### src/rtl/fpr_wb_arbiter_pkg.sv
`default_nettype none
// ============================================================================
// Module      : fpr_wb_arbiter_pkg
// Description : Shared floating-point register file constants and the packed
//               write-back request type used by the FP write-back arbiter.
// Revision    : 1.0 - initial release
// ============================================================================
package fpr_wb_arbiter_pkg;

    localparam int FPR_ADDR_W = 5;
    localparam int FPR_DATA_W = 32;
    localparam int FPR_NREGS  = 32;

    // One write-back request: destination register and result value.
    typedef struct packed {
        logic [FPR_ADDR_W-1:0] wa;
        logic [FPR_DATA_W-1:0] data;
    } fpr_wb_req_t;

endpackage
`default_nettype wire

### src/rtl/fpr_wb_arbiter_rr.sv
`default_nettype none
// ============================================================================
// Module      : rr_arbiter
// Description : Round-robin grant generator. The search starts one past
//               i_ptr and wraps modulo N; the first requester found wins.
// Ports       : i_req       - request vector (N bits)
//               i_ptr       - index of the last granted requester
//               o_grant     - one-hot grant (all zero when nothing requests)
//               o_grant_idx - binary index of the granted requester
//               o_any       - a grant was issued
// Revision    : 1.0 - initial release
// ============================================================================
module rr_arbiter #(
    parameter int N     = 4,
    parameter int PTR_W = (N > 1) ? $clog2(N) : 1
) (
    input  logic [N-1:0]     i_req,
    input  logic [PTR_W-1:0] i_ptr,
    output logic [N-1:0]     o_grant,
    output logic [PTR_W-1:0] o_grant_idx,
    output logic             o_any
);

    logic [PTR_W-1:0] w_cand;

    always_comb begin
        o_grant     = '0;
        o_grant_idx = '0;
        o_any       = 1'b0;
        w_cand      = '0;
        // k = N lands back on i_ptr itself, so the last holder is checked last.
        for (int k = 1; k <= N; k++) begin
            w_cand = PTR_W'((int'(i_ptr) + k) % N);
            if (!o_any && i_req[w_cand]) begin
                o_any           = 1'b1;
                o_grant[w_cand] = 1'b1;
                o_grant_idx     = w_cand;
            end
        end
    end

endmodule
`default_nettype wire

### src/rtl/fpr_wb_arbiter.sv
`default_nettype none
// ============================================================================
// Module      : fpr_wb_arbiter
// Description : Write-back arbiter and pending-write scoreboard for the
//               32x32 FP register file. Picks one producer result per cycle
//               (round robin), registers it onto the single write port and
//               tracks a per-register busy vector for the issue stage.
// Ports       : clk, rst (sync, active-low), flush
//               src_valid/src_ready/src_wa/src_data - producer handshake
//               iss_valid/iss_rd                    - FP-destination issue
//               reg_write/wa/data_write             - register file port
//               busy                                - pending-write vector
//               fwd_valid/fwd_wa/fwd_data           - forwarding tap
// Config      : FPR_WB_FWD_EN - when defined, fwd_* carry the granted result
//               combinationally in the grant cycle; otherwise tied to 0.
// Revision    : 1.0 - initial release
// ============================================================================
module fpr_wb_arbiter
    import fpr_wb_arbiter_pkg::*;
#(
    parameter int NUM_SRC = 4,
    parameter int DATA_W  = FPR_DATA_W,
    parameter int ADDR_W  = FPR_ADDR_W
) (
    input  logic                      clk,
    input  logic                      rst,
    input  logic                      flush,
    input  logic [NUM_SRC-1:0]        src_valid,
    output logic [NUM_SRC-1:0]        src_ready,
    input  logic [NUM_SRC*ADDR_W-1:0] src_wa,
    input  logic [NUM_SRC*DATA_W-1:0] src_data,
    input  logic                      iss_valid,
    input  logic [ADDR_W-1:0]         iss_rd,
    output logic                      reg_write,
    output logic [ADDR_W-1:0]         wa,
    output logic [DATA_W-1:0]         data_write,
    output logic [FPR_NREGS-1:0]      busy,
    output logic                      fwd_valid,
    output logic [ADDR_W-1:0]         fwd_wa,
    output logic [DATA_W-1:0]         fwd_data
);

    localparam int PTR_W = (NUM_SRC > 1) ? $clog2(NUM_SRC) : 1;
    // Resetting the pointer to the last index gives source 0 first priority.
    localparam logic [PTR_W-1:0] c_PTR_RST = PTR_W'(NUM_SRC - 1);

    logic [ADDR_W-1:0]    w_src_wa   [NUM_SRC];
    logic [DATA_W-1:0]    w_src_data [NUM_SRC];
    logic [NUM_SRC-1:0]   w_req;
    logic [NUM_SRC-1:0]   w_grant;
    logic [PTR_W-1:0]     w_gidx;
    logic                 w_any;
    fpr_wb_req_t          w_sel;

    logic [PTR_W-1:0]     r_ptr,       w_ptr_nxt;
    logic                 r_reg_write, w_reg_write_nxt;
    fpr_wb_req_t          r_wb,        w_wb_nxt;
    logic [FPR_NREGS-1:0] r_busy,      w_busy_nxt;

    for (genvar i = 0; i < NUM_SRC; i++) begin : g_unpack
        assign w_src_wa[i]   = src_wa[i*ADDR_W +: ADDR_W];
        assign w_src_data[i] = src_data[i*DATA_W +: DATA_W];
    end

    // No grant during flush; none during reset either, so a producer never
    // sees a transfer that the reset then discards.
    assign w_req = (flush || !rst) ? '0 : src_valid;

    rr_arbiter #(
        .N     (NUM_SRC),
        .PTR_W (PTR_W)
    ) u_rr (
        .i_req       (w_req),
        .i_ptr       (r_ptr),
        .o_grant     (w_grant),
        .o_grant_idx (w_gidx),
        .o_any       (w_any)
    );

    assign src_ready = w_grant;
    assign w_sel     = '{wa: w_src_wa[w_gidx], data: w_src_data[w_gidx]};

    always_comb begin
        w_ptr_nxt       = r_ptr;
        w_reg_write_nxt = 1'b0;
        w_wb_nxt        = r_wb;
        if (w_any) begin
            w_ptr_nxt       = w_gidx;
            // f0 is hard-wired: the result is consumed but never written.
            w_reg_write_nxt = (w_sel.wa != '0);
            w_wb_nxt        = w_sel;
        end
    end

    always_comb begin
        w_busy_nxt = r_busy;
        if (r_reg_write) begin
            w_busy_nxt[r_wb.wa] = 1'b0;
        end
        // Set after clear: a newer issue to the same register owns it.
        if (iss_valid && (iss_rd != '0)) begin
            w_busy_nxt[iss_rd] = 1'b1;
        end
        if (flush) begin
            w_busy_nxt = '0;
        end
        w_busy_nxt[0] = 1'b0;
    end

    always_ff @(posedge clk) begin
        if (!rst) begin
            r_ptr       <= c_PTR_RST;
            r_reg_write <= 1'b0;
            r_wb        <= '0;
            r_busy      <= '0;
        end else begin
            r_ptr       <= w_ptr_nxt;
            r_reg_write <= w_reg_write_nxt;
            r_wb        <= w_wb_nxt;
            r_busy      <= w_busy_nxt;
        end
    end

    assign reg_write  = r_reg_write;
    assign wa         = r_wb.wa;
    assign data_write = r_wb.data;
    assign busy       = r_busy;

`ifdef FPR_WB_FWD_EN
    // w_any already excludes flush and reset cycles.
    assign fwd_valid = w_any && (w_sel.wa != '0);
    assign fwd_wa    = w_any ? w_sel.wa   : '0;
    assign fwd_data  = w_any ? w_sel.data : '0;
`else
    assign fwd_valid = 1'b0;
    assign fwd_wa    = '0;
    assign fwd_data  = '0;
`endif

endmodule
`default_nettype wire

### config.mk
export PLATFORM = sky130hd
export DESIGN_NAME = fpr_wb_arbiter
export DESIGN_NICKNAME = d
export VERILOG_FILES = /design/src/rtl/fpr_wb_arbiter_pkg.sv /design/src/rtl/fpr_wb_arbiter_rr.sv /design/src/rtl/fpr_wb_arbiter.sv
export SDC_FILE = /design/constraint.sdc
export NUM_CORES = 1
export LEC_CHECK = 0
export BUFFER_PORTS_ARGS = -buffer_cell sky130_fd_sc_hd__buf_2
export CELL_PAD_IN_SITES_DETAIL_PLACEMENT = 1
export CELL_PAD_IN_SITES_GLOBAL_PLACEMENT = 1
export CORE_UTILIZATION = 32
export DETAILED_ROUTE_END_ITERATION = 6
export PLACE_DENSITY_LB_ADDON = 0.1
export SKIP_CTS_REPAIR_TIMING = 1
export SLEW_MARGIN = 0
export SYNTH_ARGS = -nofsm -noshare
export SYNTH_HDL_FRONTEND = slang
export SYNTH_SLANG_ARGS = --single-unit
### constraint.sdc
create_clock -name clk -period 5.26 [get_ports clk]
set_input_delay 0.263 -clock clk [delete_from_list [all_inputs] [get_ports clk]]
set_output_delay 0.263 -clock clk [all_outputs]
set_load 0.05 [all_outputs]
---- After elaboration in Yosys (flattened, before gate mapping) ----
Cells that the tools add are included.
operators by class
  $add $sub $neg .......................... 4
  reductions and logical operators ........ 19
  bitwise logic cells ..................... 8
  muxes and demuxes ....................... 41
  order comparisons ....................... 13
operators with widths
  operator               count
  $mux W32               4
  $bmux W32 S2           1
  $and A32 B32 Y32       1
  $not A32 Y32           1
  $or A32 B32 Y32        1
  $mux W4                5
  $mux W1                14
  $lt A2 B3 Y1 const B   4
  $lt A5 B6 Y1 const B   2
  $or A4 B4 Y4           3
  $bmux W5 S2            1
  $demux W1 S5           2
  $ge A5 B1 Y1 const B   2
  $logic_and A1 B1 Y1    10
  $mux W5                2
  $reduce_bool A5 Y1     2
  $bmux W1 S2            4
  $demux W1 S2           4
  $ge A2 B1 Y1 const B   4
  $mux W2                4
  $add A2 B1 Y2 const B  2
  $add A2 B2 Y2 const B  2
  $logic_not A1 Y1       4
  $ge A3 B3 Y1 const B   1
  other kinds (5)        5
storage, ports and cells
  output and inout bits ................... 112
  word-level logic and storage cells ...... 91
  bits of input ports ..................... 161
  bits in registers ....................... 72

---- Logic depth before layout (Yosys ltp) ----
Gate-level depths: netlist (run 1).
  depth in word-level cells ............... 20
  gate-level depth with buffers ........... 13
  mapped depth without buffers ............ 9

---- By module ----
From an unflattened synthesis (run 1), not the netlist that was laid out.
unflattened totals
  cells, all modules ...................... 504
  area, all modules ....................... 4,605.7 µm²
modules (own cells, without submodules)
  module          area each (µm²)  sequential area each (µm²)  times used  cells an instance
  fpr_wb_arbiter  3,976.3          1,421.4                     1           418
  rr_arbiter      629.4            0.0                         1           86

---- Worst setup path before layout (run 1) ----
OpenSTA, ideal clock, no wires.
  path type ............................... register -> output
  start ................................... register r_ptr[1]
  end ..................................... output port src_ready[0]
  buffers on the path ..................... 3
  data arrival time ....................... 3.010 ns
  path slack .............................. 1.987 ns
  stages on the path, launching flop included .. 10
  data required time ...................... 4.997 ns
  cell sequence ........................... dfxtp_1 clkbuf_1 inv_1 ha_1 clkbuf_1 mux2i_1 mux2i_1 and2_1 clkbuf_1 o21ai_0
on the way
  longest elaborated chain between the ends .. 13
  elaborated cells on any way between the ends .. 48
  those cells by class .................... 4 x add/sub; 8 x order compare; 23 x mux; 3 x bitwise; 10 x reduce/logical
RTL lines
  what                                                                   RTL line                 RTL
  start: declaration                                                     fpr_wb_arbiter.sv:55     logic [PTR_W-1:0] r_ptr, w_ptr_nxt;
  start signal: assignment                                               fpr_wb_arbiter.sv:112    r_ptr <= c_PTR_RST;
  start signal: assignment                                               fpr_wb_arbiter.sv:117    r_ptr <= w_ptr_nxt;
  parallel branches: the longest is 12 deep, another holds $lt A2 B3 Y1  -
  $mux W4 (*)                                                            fpr_wb_arbiter_rr.sv:34  if (!o_any && i_req[w_cand]) begin
  end: declaration                                                       fpr_wb_arbiter.sv:29     output logic [NUM_SRC-1:0] src_ready,
Every way passes the cells marked *. The select of a mux whose other input is x is not followed.

---- Final worst setup path (run 1) ----
  start ................................... register r_ptr[0]
  end ..................................... register r_wb, in the netlist data_write[2]
on the way
  longest elaborated chain between the ends .. 17
  elaborated cells on any way between the ends .. 30
  those cells by class .................... 4 x add/sub; 19 x mux; 1 x bitwise; 6 x reduce/logical
RTL lines
  what                                         RTL line                 RTL
  $add A2 B1 Y2                                fpr_wb_arbiter_rr.sv:33  w_cand = PTR_W'((int'(i_ptr) + k) % N);
  $bmux W1 S2                                  fpr_wb_arbiter_rr.sv:34
  $mux W1 (not written as such)                fpr_wb_arbiter_rr.sv:34
  $mux W1                                      fpr_wb_arbiter_rr.sv:34
  $logic_not A1 Y1                             fpr_wb_arbiter_rr.sv:34
  $logic_and A1 B1 Y1                          fpr_wb_arbiter_rr.sv:34
  $mux W1                                      fpr_wb_arbiter_rr.sv:34
  $logic_not A1 Y1                             fpr_wb_arbiter_rr.sv:34
  $logic_and A1 B1 Y1                          fpr_wb_arbiter_rr.sv:34
  $mux W1                                      fpr_wb_arbiter_rr.sv:34
  $logic_not A1 Y1                             fpr_wb_arbiter_rr.sv:34
  $logic_and A1 B1 Y1                          fpr_wb_arbiter_rr.sv:34
  $mux W2                                      fpr_wb_arbiter_rr.sv:34
  $not A2 Y3 (not written as such)             fpr_wb_arbiter.sv:81     assign w_sel = '{wa: w_src_wa[w_gidx], data: w_src_data[w_gidx]};
  $bmux W32 S2                                 fpr_wb_arbiter.sv:81
  $mux W32 (not written as such) (2 in a row)  fpr_wb_arbiter.sv:81
  end signal: assignment                       fpr_wb_arbiter.sv:119    r_wb <= w_wb_nxt;
  end: declaration                             fpr_wb_arbiter.sv:57     fpr_wb_req_t r_wb, w_wb_nxt;
Parallel ways exist; a longest one is shown, timed or not. The select of a mux whose other input is x is not followed.
A chain may end at the register's enable or synchronous reset.

==> impl_results.md, run 1 <==
* Switching power of the nets at 688.4 µW
* First-pass iteration count of the detailed router at 4
* Setup TNS after final layout at 0 ns
* Antenna Cells at 0
* Max-slew headroom at the worst pin at 0.3312
* Final-layout fill cell count at 1747
* Boundary Pins at 273
* Sw Share at 0.3913
* Flip-flop and latch area at 1421 µm²
* Die Wd at 120.4 µm
* Clock insertion delay at the later pin of the skew report at 0.35 ns
* Final period demand of the worst path at 3.839 ns
* Outcome: complete, no violations
* R2R Path Start: r_ptr[0]
* Mapped Cells at 554
* Iteration-0 DRC Markers at 206
* Start point of the critical path: r_ptr[0]
* Internal power at 1.071 mW
* Synthesized area per cell at 8.092 µm²
* Maximum fanout along the worst path at 24
* Via count at 4888
* Non-filler instance count after layout at 941
* Worst-case clock skew at 0.008916 ns
* Total length of routed met2 wires at 8.382 mm
* Most frequent cells after synthesis: nand2_1, dfxtp_1, buf_4
* Worst min-delay path class: in2reg
* Grt total ovfl at 0
* H-tree depth at 3
* Static leakage power at 2.897 nW
* Placed Cells at 925
* Total core area at 13450 µm²
* Average wire per cell in the routed design at 17.70 µm
* Sequential share of power at 0.344
* Total of buffers placed on input and output ports at 233
* M1 wire length at 6.819 mm
* Number of global-route vias before repair at 5050
* Height of the die at 120.4 µm
* Top achievable clock speed at 0.2605 GHz
* Power density of the placed cells at 297.8 nW/µm²
* Fraction of layout cells with a size suffix above 1 at 0.3477
* CTS tree: done
* Setup repair after global routing missed its margin: no
* Area enclosed by the die boundary at 14490 µm²
* Worst setup slack after layout at 1.421 ns
* Launch point of the worst hold path: src_data[109]
* Worst Setup Start Kind: flop
* CP Capture Type: flop
* Initial antenna violation count at 2
* Number of flops mapped to enable cells by yosys at 0
* Clock Pin Slew Worst Setup and Hold Paths at 0.07 ns
* DR DRC count at 0
* Max-cap violations at 0
* Required time of the critical path at 5.55 ns
* Number of flip-flops and latches in the synthesized netlist at 71
* Placement Rows at 42
* Library cells used by synthesis at 43
* Yosys synthesis warning count at 0
* Setup violators final at 0
* Main area contributors after synthesis: dfxtp_1, mux2i_1, nand2_1
* Initial cell density of the core at 0.3332
* Proportion of power drawn by the clock network at 0.348
* Async set-reset flop share out of synthesis at 0
* Total wirelength of the detailed-routed design at 16.65 mm
* First-pass GRT wire length at 25.73 mm
* Maximum clock insertion buffer count at 2
* Yosys top cell by area: dfxtp_1
* Netlist Area Pre-Place at 4483 µm²
* Routed length on met3 at 998 µm
* Net count of the finished layout at 928
* Detailed placer's ending HPWL at 12.48 mm
* Relative area change from synthesis to final layout at 31.76%
* Antenna Nets Post-Route at 0
* Number of clock buffers inserted by TritonCTS at 9
* Setup CP Type: reg2reg
* Post-route fraction of the period consumed by the critical path at 0.7299
* Share of Yosys cell area claimed by the top area cell type at 0.3171
* Area of combinational cells with multiple inputs at 2730 µm²
* Pin count of the biggest net entering global routing at 68
* Master cell of the clock root buffer: clkbuf_16
* Highest metal layer with signal wires: met5
* Share of total power in combinational logic at 0.308
* Post-place setup slack at 1.420 ns
* Sequential-to-total area share from yosys stat at 0.3171
* VDD IR-drop max at 0.1617 mV
* Number of pins exceeding their max-slew limit in the final report at 0
* Top_reg_cell synth: dfxtp_1
* Hold Violations, Final at 0
* Data arrival time at the worst-slack endpoint at 4.13 ns
* Detailed-route vias per instance at 5.194
* All-layer global routing usage at 0.2292
* Routability cong. at 0.8206
* Most frequent cell after synthesis: nand2_1
* Least-Margin Pin Slew at 1.001 ns
* Clk sinks at 71
==> final cells by class <==
cell class / count / area share
inverters: 2 / 0.001271
well taps: 176 / 0.03728
repair buffers: 241 / 0.2097
multi-input cells: 435 / 0.4622
clock inverters: 7 / 0.01080
clock buffers: 9 / 0.03813
flip-flops and latches: 71 / 0.2406
==> worst paths after layout <==
check / slack [ns] / depth (start not counted) / endpoint
setup / recovery: 1.42 / 11 / data_write[2]
hold / removal: 0.18 / 3 / data_write[13]
setup reg to reg: 1.42 / 11 / data_write[2]
hold reg to reg: 0.48 / 1 / data_write[17]
==> sequential cells by signal, indices dropped and copies added, names as in the netlist <==
register and flops:
busy 31, data_write 32, r_ptr 2, reg_write 1, wa 5
==> power groups by stage <==
stage / logic (mW) / registers, mW / clock network, mW
after floorplan: 0.295 / 0.728 / 0
after global placement: 0.536 / 0.616 / 0
after detailed placement: 0.546 / 0.617 / 0
after CTS: 0.546 / 0.606 / 0.627
after global routing: 0.580 / 0.611 / 0.652
final: 0.542 / 0.606 / 0.612
==> per-stage QoR <==
step	area [µm²]	power [mW]	util	hold WS, ns
CTS	5907	1.778	0.4391	0.1773
global placement	5618	1.152	0.4176	0.4551
finish	5907	1.759	0.4391	0.1827
detailed placement	5618	1.162	0.4176	0.4624
floorplan	4626	1.023	-	0.4382
global route	5907	1.843	0.4391	0.2040
==> critical path, cell delays in order, from the launching register on <==
cell,delay (ns)
dfxtp_1,0.62
inv_1,0.25
ha_1,0.50
mux4_2,0.38
nor2b_1,0.16
o2111ai_2,0.11
buf_4,0.24
nand2_1,0.58
buf_4,0.37
a211oi_1,0.11
a311oi_1,0.29
a31o_1,0.15
==> per-layer routing <==
layer | up-vias | global-route usage
li1 | 2356 | -
met1 | 2325 | 0.2566
met2 | 176 | 0.4077
met3 | 29 | 0.05660
met4 | 2 | 0.1042
met5 | - | 0
==> cells in the final DEF (no fill, tap or decap), types with 3 or more instances in the layout <==
cell type and n:
a211o_1 4, a211oi_1 22, a21boi_1 3, a21o_1 3, a21oi_1 32, a22oi_1 8
a311oi_1 19, a31o_1 19, and2_1 3, and3_1 24, and3b_1 3, buf_2 233
buf_4 7, clkbuf_16 9, conb_1 39, dfxtp_1 71, ha_1 7, mux2i_1 36
mux4_2 3, nand2_1 95, nand2b_1 3, nand3_1 6, nand3b_1 5, nor2_1 12
nor3b_1 4, o21ai_0 38, o21ai_1 15, o2bb2ai_1 15
==> logic make-up (layout without fill, tap and decap cells) <==
kind of cell	count (synthesis)	after routing	synth area share
fa+ha+maj	7	7	0.01954
simple gates	166	166	0.1758
other cells	1	39	0.0008365
flops	71	71	0.3171
buf+inv	86	259	0.1119
mux	39	39	0.09545
compound gates	184	184	0.2794
(Power assumes the default switching activity.)
==> run 2: changes to the inputs <==
--- a/config.mk
+++ b/config.mk
@@ -8,7 +8,7 @@
 export BUFFER_PORTS_ARGS = -buffer_cell sky130_fd_sc_hd__buf_2
 export CELL_PAD_IN_SITES_DETAIL_PLACEMENT = 1
 export CELL_PAD_IN_SITES_GLOBAL_PLACEMENT = 1
-export CORE_UTILIZATION = 32
+export CORE_UTILIZATION = 27
 export DETAILED_ROUTE_END_ITERATION = 6
 export PLACE_DENSITY_LB_ADDON = 0.1
 export SKIP_CTS_REPAIR_TIMING = 1
==> constraint.sdc (replaced) <==
create_clock -name clk -period 3.48 [get_ports clk]
set_input_delay 0.174 -clock clk [delete_from_list [all_inputs] [get_ports clk]]
set_output_delay 0.174 -clock clk [all_outputs]
set_load 0.05 [all_outputs]
==> run 2 against run 1 <==
Against the previous run:
- register-to-register slack worse by 1.0 ns
- final area rose by 2.0%
- hold slack worse by 0.083 ns
- clock skew down 0.0010 ns
- clock power up 59%
- routed wire length rose by 3.1%
- highest routed layer unchanged
- global-route usage is 2.7 points lower
- critical path depth decreased by 2
- utilization is 6.4 points lower
- power up 55%
- non-clock buffer count up 4
==> impl_results.md, run 2 (synthesis results as in run 1) <==
* Outcome: complete, no violations
* Placed Cells at 969
* Worst Setup Start Kind: flop
* Clock Pin Slew Worst Setup and Hold Paths at 0.07 ns
* Detailed-route vias per instance at 4.899
* Total core area at 16060 µm²
* Initial antenna violation count at 5
* Fraction of layout cells with a size suffix above 1 at 0.3511
* Max-slew headroom at the worst pin at 0.2835
* Worst-case clock skew at 0.007885 ns
* Area of combinational cells with multiple inputs at 2730 µm²
* Relative area change from synthesis to final layout at 34.38%
* Static leakage power at 2.934 nW
* Final period demand of the worst path at 3.225 ns
* Area enclosed by the die boundary at 17120 µm²
* Setup TNS after final layout at 0 ns
* Least-Margin Pin Slew at 1.072 ns
* Antenna Nets Post-Route at 0
* Die Wd at 130.9 µm
* Setup CP Type: reg2out
* Setup repair after global routing missed its margin: no
* Final-layout fill cell count at 2010
* Maximum clock insertion buffer count at 2
* Leading cell type in the layout, fill and taps excluded: buf_2
* VDD IR-drop max at 0.2544 mV
* Number of clock buffers inserted by TritonCTS at 9
* Worst min-delay path class: in2reg
* Post-route fraction of the period consumed by the critical path at 0.9268
* Flip-flop and latch area at 1421 µm²
* Placement Rows at 46
* Height of the die at 130.9 µm
* Initial cell density of the core at 0.2792
* Launch point of the worst hold path: src_data[83]
* Boundary Pins at 273
* DR DRC count at 0
* H-tree depth at 3
* Non-filler instance count after layout at 989
* Net count of the finished layout at 932
* Total of buffers placed on input and output ports at 233
* Clock insertion delay at the later pin of the skew report at 0.35 ns
* Number of cells traversed by the worst register-to-register path at 9
* Detailed placer's ending HPWL at 12.89 mm
* All-layer global routing usage at 0.2020
* Clk sinks at 71
* CP Capture Type: output port
* Grt total ovfl at 0
* Number of global-route vias before repair at 5005
* First-pass iteration count of the detailed router at 4
* Max-cap violations at 0
* Maximum fanout along the worst path at 7
* R2r setup slk at 0.42 ns
* CTS tree: done
* Required time of the critical path at 3.31 ns
* First-pass GRT wire length at 26.16 mm
* R2R Path Start: r_ptr[0]
* Leading cell types in the layout, fill and taps excluded: buf_2, nand2_1, dfxtp_1
* Top achievable clock speed at 0.3101 GHz
* Master cell of the clock root buffer: clkbuf_16
* Number of flip-flops under the largest register name at 32
* Destination of the worst register-to-register timing path: data_write[26]
* Data arrival time at the worst-slack endpoint at 3.05 ns
* Average wire per cell in the routed design at 17.35 µm
* Routability cong. at 0.8124
* Worst setup slack after layout at 0.2549 ns
* Via count at 4845
* Number of pins exceeding their max-slew limit in the final report at 0
* Power density of the placed cells at 451.2 nW/µm²
* Iteration-0 DRC Markers at 160
* Hold Violations, Final at 0
* End point of the worst hold path: data_write[19]
* Pin count of the biggest net entering global routing at 68
* Post-place setup slack at 0.4328 ns
* Setup violators final at 0
* Min-Delay Path Depth at 3
* Total wirelength of the detailed-routed design at 17.16 mm
-- run 2: changes by cell type in the layout (fill, tap and decap cells not counted), moves of 2 or more --
cell        change
diode_2         +4
clkinvlp_4      -2
inv_8           -2
buf_4           +3
-- run 2: worst max path at each step --
stage                         from        endpoint  slack [ns]
after global placement    r_ptr[1]           wa[0]        0.53
after CTS                 r_ptr[0]    src_ready[0]        0.23
after floorplan           r_ptr[1]    src_ready[0]        0.30
after global routing      r_ptr[0]    src_ready[0]        0.05
after detailed placement  r_ptr[0]  data_write[13]        0.43
final                     r_ptr[0]    src_ready[0]        0.25
-- run 2: layout make-up --
class                           instances  share of cell area
Clock buffer                            9             0.03738
Tap cell                              216             0.04486
Antenna cell                            4            0.001661
Clock inverter                          7             0.01308
Multi-Input combinational cell        435              0.4532
Timing Repair Buffer                  245              0.2127
Sequential cell                        71              0.2359
Inverter                                2            0.001246
-- run 2: stage by stage --
step / power (mW) / hold WS [ns] / instance area, µm² / utilization
2_1_floorplan: 1.546 / 0.3492 / 4626 / -
3_3_place_gp: 1.756 / 0.4424 / 5710 / 0.3556
3_5_place_dp: 1.771 / 0.4575 / 5710 / 0.3556
4_1_cts: 2.756 / 0.09099 / 6015 / 0.3746
5_1_grt: 2.860 / 0.1236 / 6020 / 0.3749
6_report: 2.719 / 0.09937 / 6025 / 0.3752
-- run 2: critical path: stages, from the launching register on --
cell and delay [ns]:
dfxtp_1 0.33, inv_1 0.12, ha_1 0.45, mux2i_1 0.34, mux2i_1 0.14, or3_1 0.45, nor2_1 0.33, a22oi_1 0.15
o21ai_0 0.10, buf_2 0.29
-- run 2: power breakdown --
group	leakage, nW	switching (mW)	internal (mW)
clock network	0.151	0.407	0.564
logic	2.20	0.579	0.257
registers	0.580	0.0421	0.869
total	2.93	1.03	1.69
-- run 2: routing by layer --
metal  global-route usage  up-vias  wire length [µm]
met5                    0        -                13
met4              0.08654        2               412
met3              0.04682       27              1085
met2               0.3501      170              8492
met1               0.2379     2267              7157
li1                     -     2379                 -
==> run 3: changes to the inputs <==
--- a/config.mk
+++ b/config.mk
@@ -8,6 +8,7 @@
 export BUFFER_PORTS_ARGS = -buffer_cell sky130_fd_sc_hd__buf_2
 export CELL_PAD_IN_SITES_DETAIL_PLACEMENT = 1
 export CELL_PAD_IN_SITES_GLOBAL_PLACEMENT = 1
+export CORE_ASPECT_RATIO = 1.4
 export CORE_UTILIZATION = 27
 export DETAILED_ROUTE_END_ITERATION = 6
 export PLACE_DENSITY_LB_ADDON = 0.1
==> run 3 against run 2 <==
Against the previous run:
- clock skew increased by 0.00088 ns
- clock power about the same
- non-clock buffer count increased by 4
- register-to-register slack improved by 0.13 ns
- die area about the same
- fmax increased by 0.39%
- first-iteration DRC count increased by 30%
- sequential share of layout area about the same
- via count increased by 0.85%
- global-route usage decreased by 0.50 points
- power increased by 0.29%
- critical endpoint is now src_ready[2]
==> impl_results.md, run 3 (synthesis results as in run 1) <==
* Top achievable clock speed at 0.3113 GHz
* Total of buffers placed on input and output ports at 233
* Master cell of the clock root buffer: clkbuf_16
* Iteration-0 DRC Markers at 208
* Global routing usage on met1 at 0.2030
* Number of flip-flops under the largest register name at 32
* Share of total power in combinational logic at 0.309
* Net count of the finished layout at 936
* Slowest stage cell on the critical path: ha_1
* Clk sinks at 71
* Required time of the critical path at 3.31 ns
* CP Capture Type: output port
* Total wirelength of the detailed-routed design at 17.27 mm
* Sequential share of power at 0.333
* Cells along the critical path: inv_1 -> ha_1 -> mux2i_1 -> mux2i_1 -> or3_1 -> nor2_1 -> a22oi_1 -> o21ai_0 -> buf_2
* Worst Setup Start Kind: flop
* Switching power of the nets at 1.019 mW
* Setup repair after global routing missed its margin: no
* All-layer global routing usage at 0.1970
* Die Wd at 110.9 µm
* First-pass iteration count of the detailed router at 4
* Min-Delay Path Depth at 3
* Hold Violations, Final at 0
* Detailed placer's ending HPWL at 13.36 mm
* Max-cap violations at 0
* VDD IR-drop max at 0.2197 mV
* Least-Margin Pin Slew at 1.192 ns
* Number of cells traversed by the worst register-to-register path at 10
* DR DRC count at 0
* Number of clock buffers inserted by TritonCTS at 9
* Longest individual stage delay on the worst path at 0.48 ns
* Placement Rows at 55
* Average wire per cell in the routed design at 17.75 µm
* M3 GR Usage at 0.04976
* Grt total ovfl at 0
* Total core area at 16170 µm²
* R2r setup slk at 0.55 ns
* Final standard cell utilization of the core at 0.3720
* Number of global-route vias before repair at 5131
* CTS tree: done
* Start point of the critical path: r_ptr[0]
* Pin count of the biggest net entering global routing at 39
* Post-place setup slack at 0.5242 ns
* Max-slew headroom at the worst pin at 0.2034
* Post-route fraction of the period consumed by the critical path at 0.9232
* Worst-case clock skew at 0.008763 ns
* R2R Path Start: r_ptr[0]
* GRT Max-Usage Layer: met2
* Routability cong. at 0.8082
* H-tree depth at 3
* Maximum clock insertion buffer count at 2
* Antenna Nets Post-Route at 0
* Most frequent CP cell: mux2i_1
* Setup violators final at 0
* Leading cell type in the layout, fill and taps excluded: buf_2
* Destination of the worst register-to-register timing path: data_write[10]
* Worst min-delay path class: in2reg
* Data arrival time at the worst-slack endpoint at 3.04 ns
* Leading cell types in the layout, fill and taps excluded: buf_2, nand2_1, dfxtp_1
* Final period demand of the worst path at 3.213 ns
* Sw Share at 0.3738
* Internal power at 1.707 mW
* Static leakage power at 2.941 nW
* Area enclosed by the die boundary at 17130 µm²
* Boundary Pins at 273
* Proportion of power drawn by the clock network at 0.357
* Setup TNS after final layout at 0 ns
* Outcome: complete, no violations
* Final-layout fill cell count at 2022
* Setup CP Type: reg2out
* Initial cell density of the core at 0.2772
* Final Hold Slack at 0.1037 ns
* Power density of the placed cells at 453.2 nW/µm²
* Worst setup slack after layout at 0.2673 ns
* Crit path to: src_ready[2]
* Initial antenna violation count at 1
* Height of the die at 154.5 µm
* Via count at 4886
* Number of pins exceeding their max-slew limit in the final report at 0
* Relative area change from synthesis to final layout at 34.19%
* Fraction of met2 tracks used by global routing at 0.3727
* Fraction of layout cells with a size suffix above 1 at 0.3545
* Maximum fanout along the worst path at 7
* Detailed-route vias per instance at 5.022
* Clock insertion delay at the later pin of the skew report at 0.35 ns
* Clock Pin Slew Worst Setup and Hold Paths at 0.07 ns
* First-pass GRT wire length at 26.81 mm
## run 3: cell type report
| class | instances | area (µm²) | area share |
|---|---|---|---|
| timing repair buffer | 249 | 1299 | 0.2159 |
| multi-input combinational | 435 | 2730 | 0.4538 |
| tap | 199 | 249.0 | 0.04139 |
| inverter | 2 | 7.507 | 0.001248 |
| antenna | 1 | 2.502 | 0.0004160 |
| clock inverter | 6 | 67.56 | 0.01123 |
| clock buffer | 10 | 239.0 | 0.03973 |
| sequential | 71 | 1421 | 0.2363 |
## run 3: worst min path at each step
stage	start	endpoint	slack (ns)
2_1_floorplan	src_data[106]	data_write[10]	0.35
3_3_place_gp	src_data[108]	data_write[12]	0.45
3_5_place_dp	data_write[16]	data_write[16]	0.46
4_1_cts	src_data[108]	data_write[12]	0.1
5_1_grt	src_data[108]	data_write[12]	0.11
6_report	src_data[108]	data_write[12]	0.10
## run 3: through the flow
| step | power, mW | cell area, µm² | instances |
|---|---|---|---|
| CTS | 2.760 | 6013 | 972 |
| finish | 2.726 | 6016 | 973 |
| global placement | 1.762 | 5707 | 956 |
| floorplan | 1.546 | 4626 | 592 |
| global route | 2.849 | 6016 | 973 |
| detailed placement | 1.777 | 5707 | 956 |
## run 3: critical path: cells and delay by family (launching register included)
family	cells	cell delay, ns
adders and majority gates	1	0.48
and+or+nand+nor	2	0.75
muxes	2	0.46
AOI/OAI and AO/OA	2	0.25
buffers and inverters	2	0.42
DFF	1	0.33
## run 3: power by group through the flow
stage	Combinational (mW)	Clock [mW]	Sequential (mW)
2_1_floorplan	0.446	0	1.10
3_3_place_gp	0.837	0	0.925
3_5_place_dp	0.850	0	0.927
4_1_cts	0.851	0.999	0.910
5_1_grt	0.901	1.03	0.916
6_report	0.843	0.974	0.909
## run 3: routing by layer
layer	share of wire	vias up
met5	0	-
met4	0.030	0
met1	0.37	2301
met2	0.54	168
li1	-	2380
met3	0.061	37
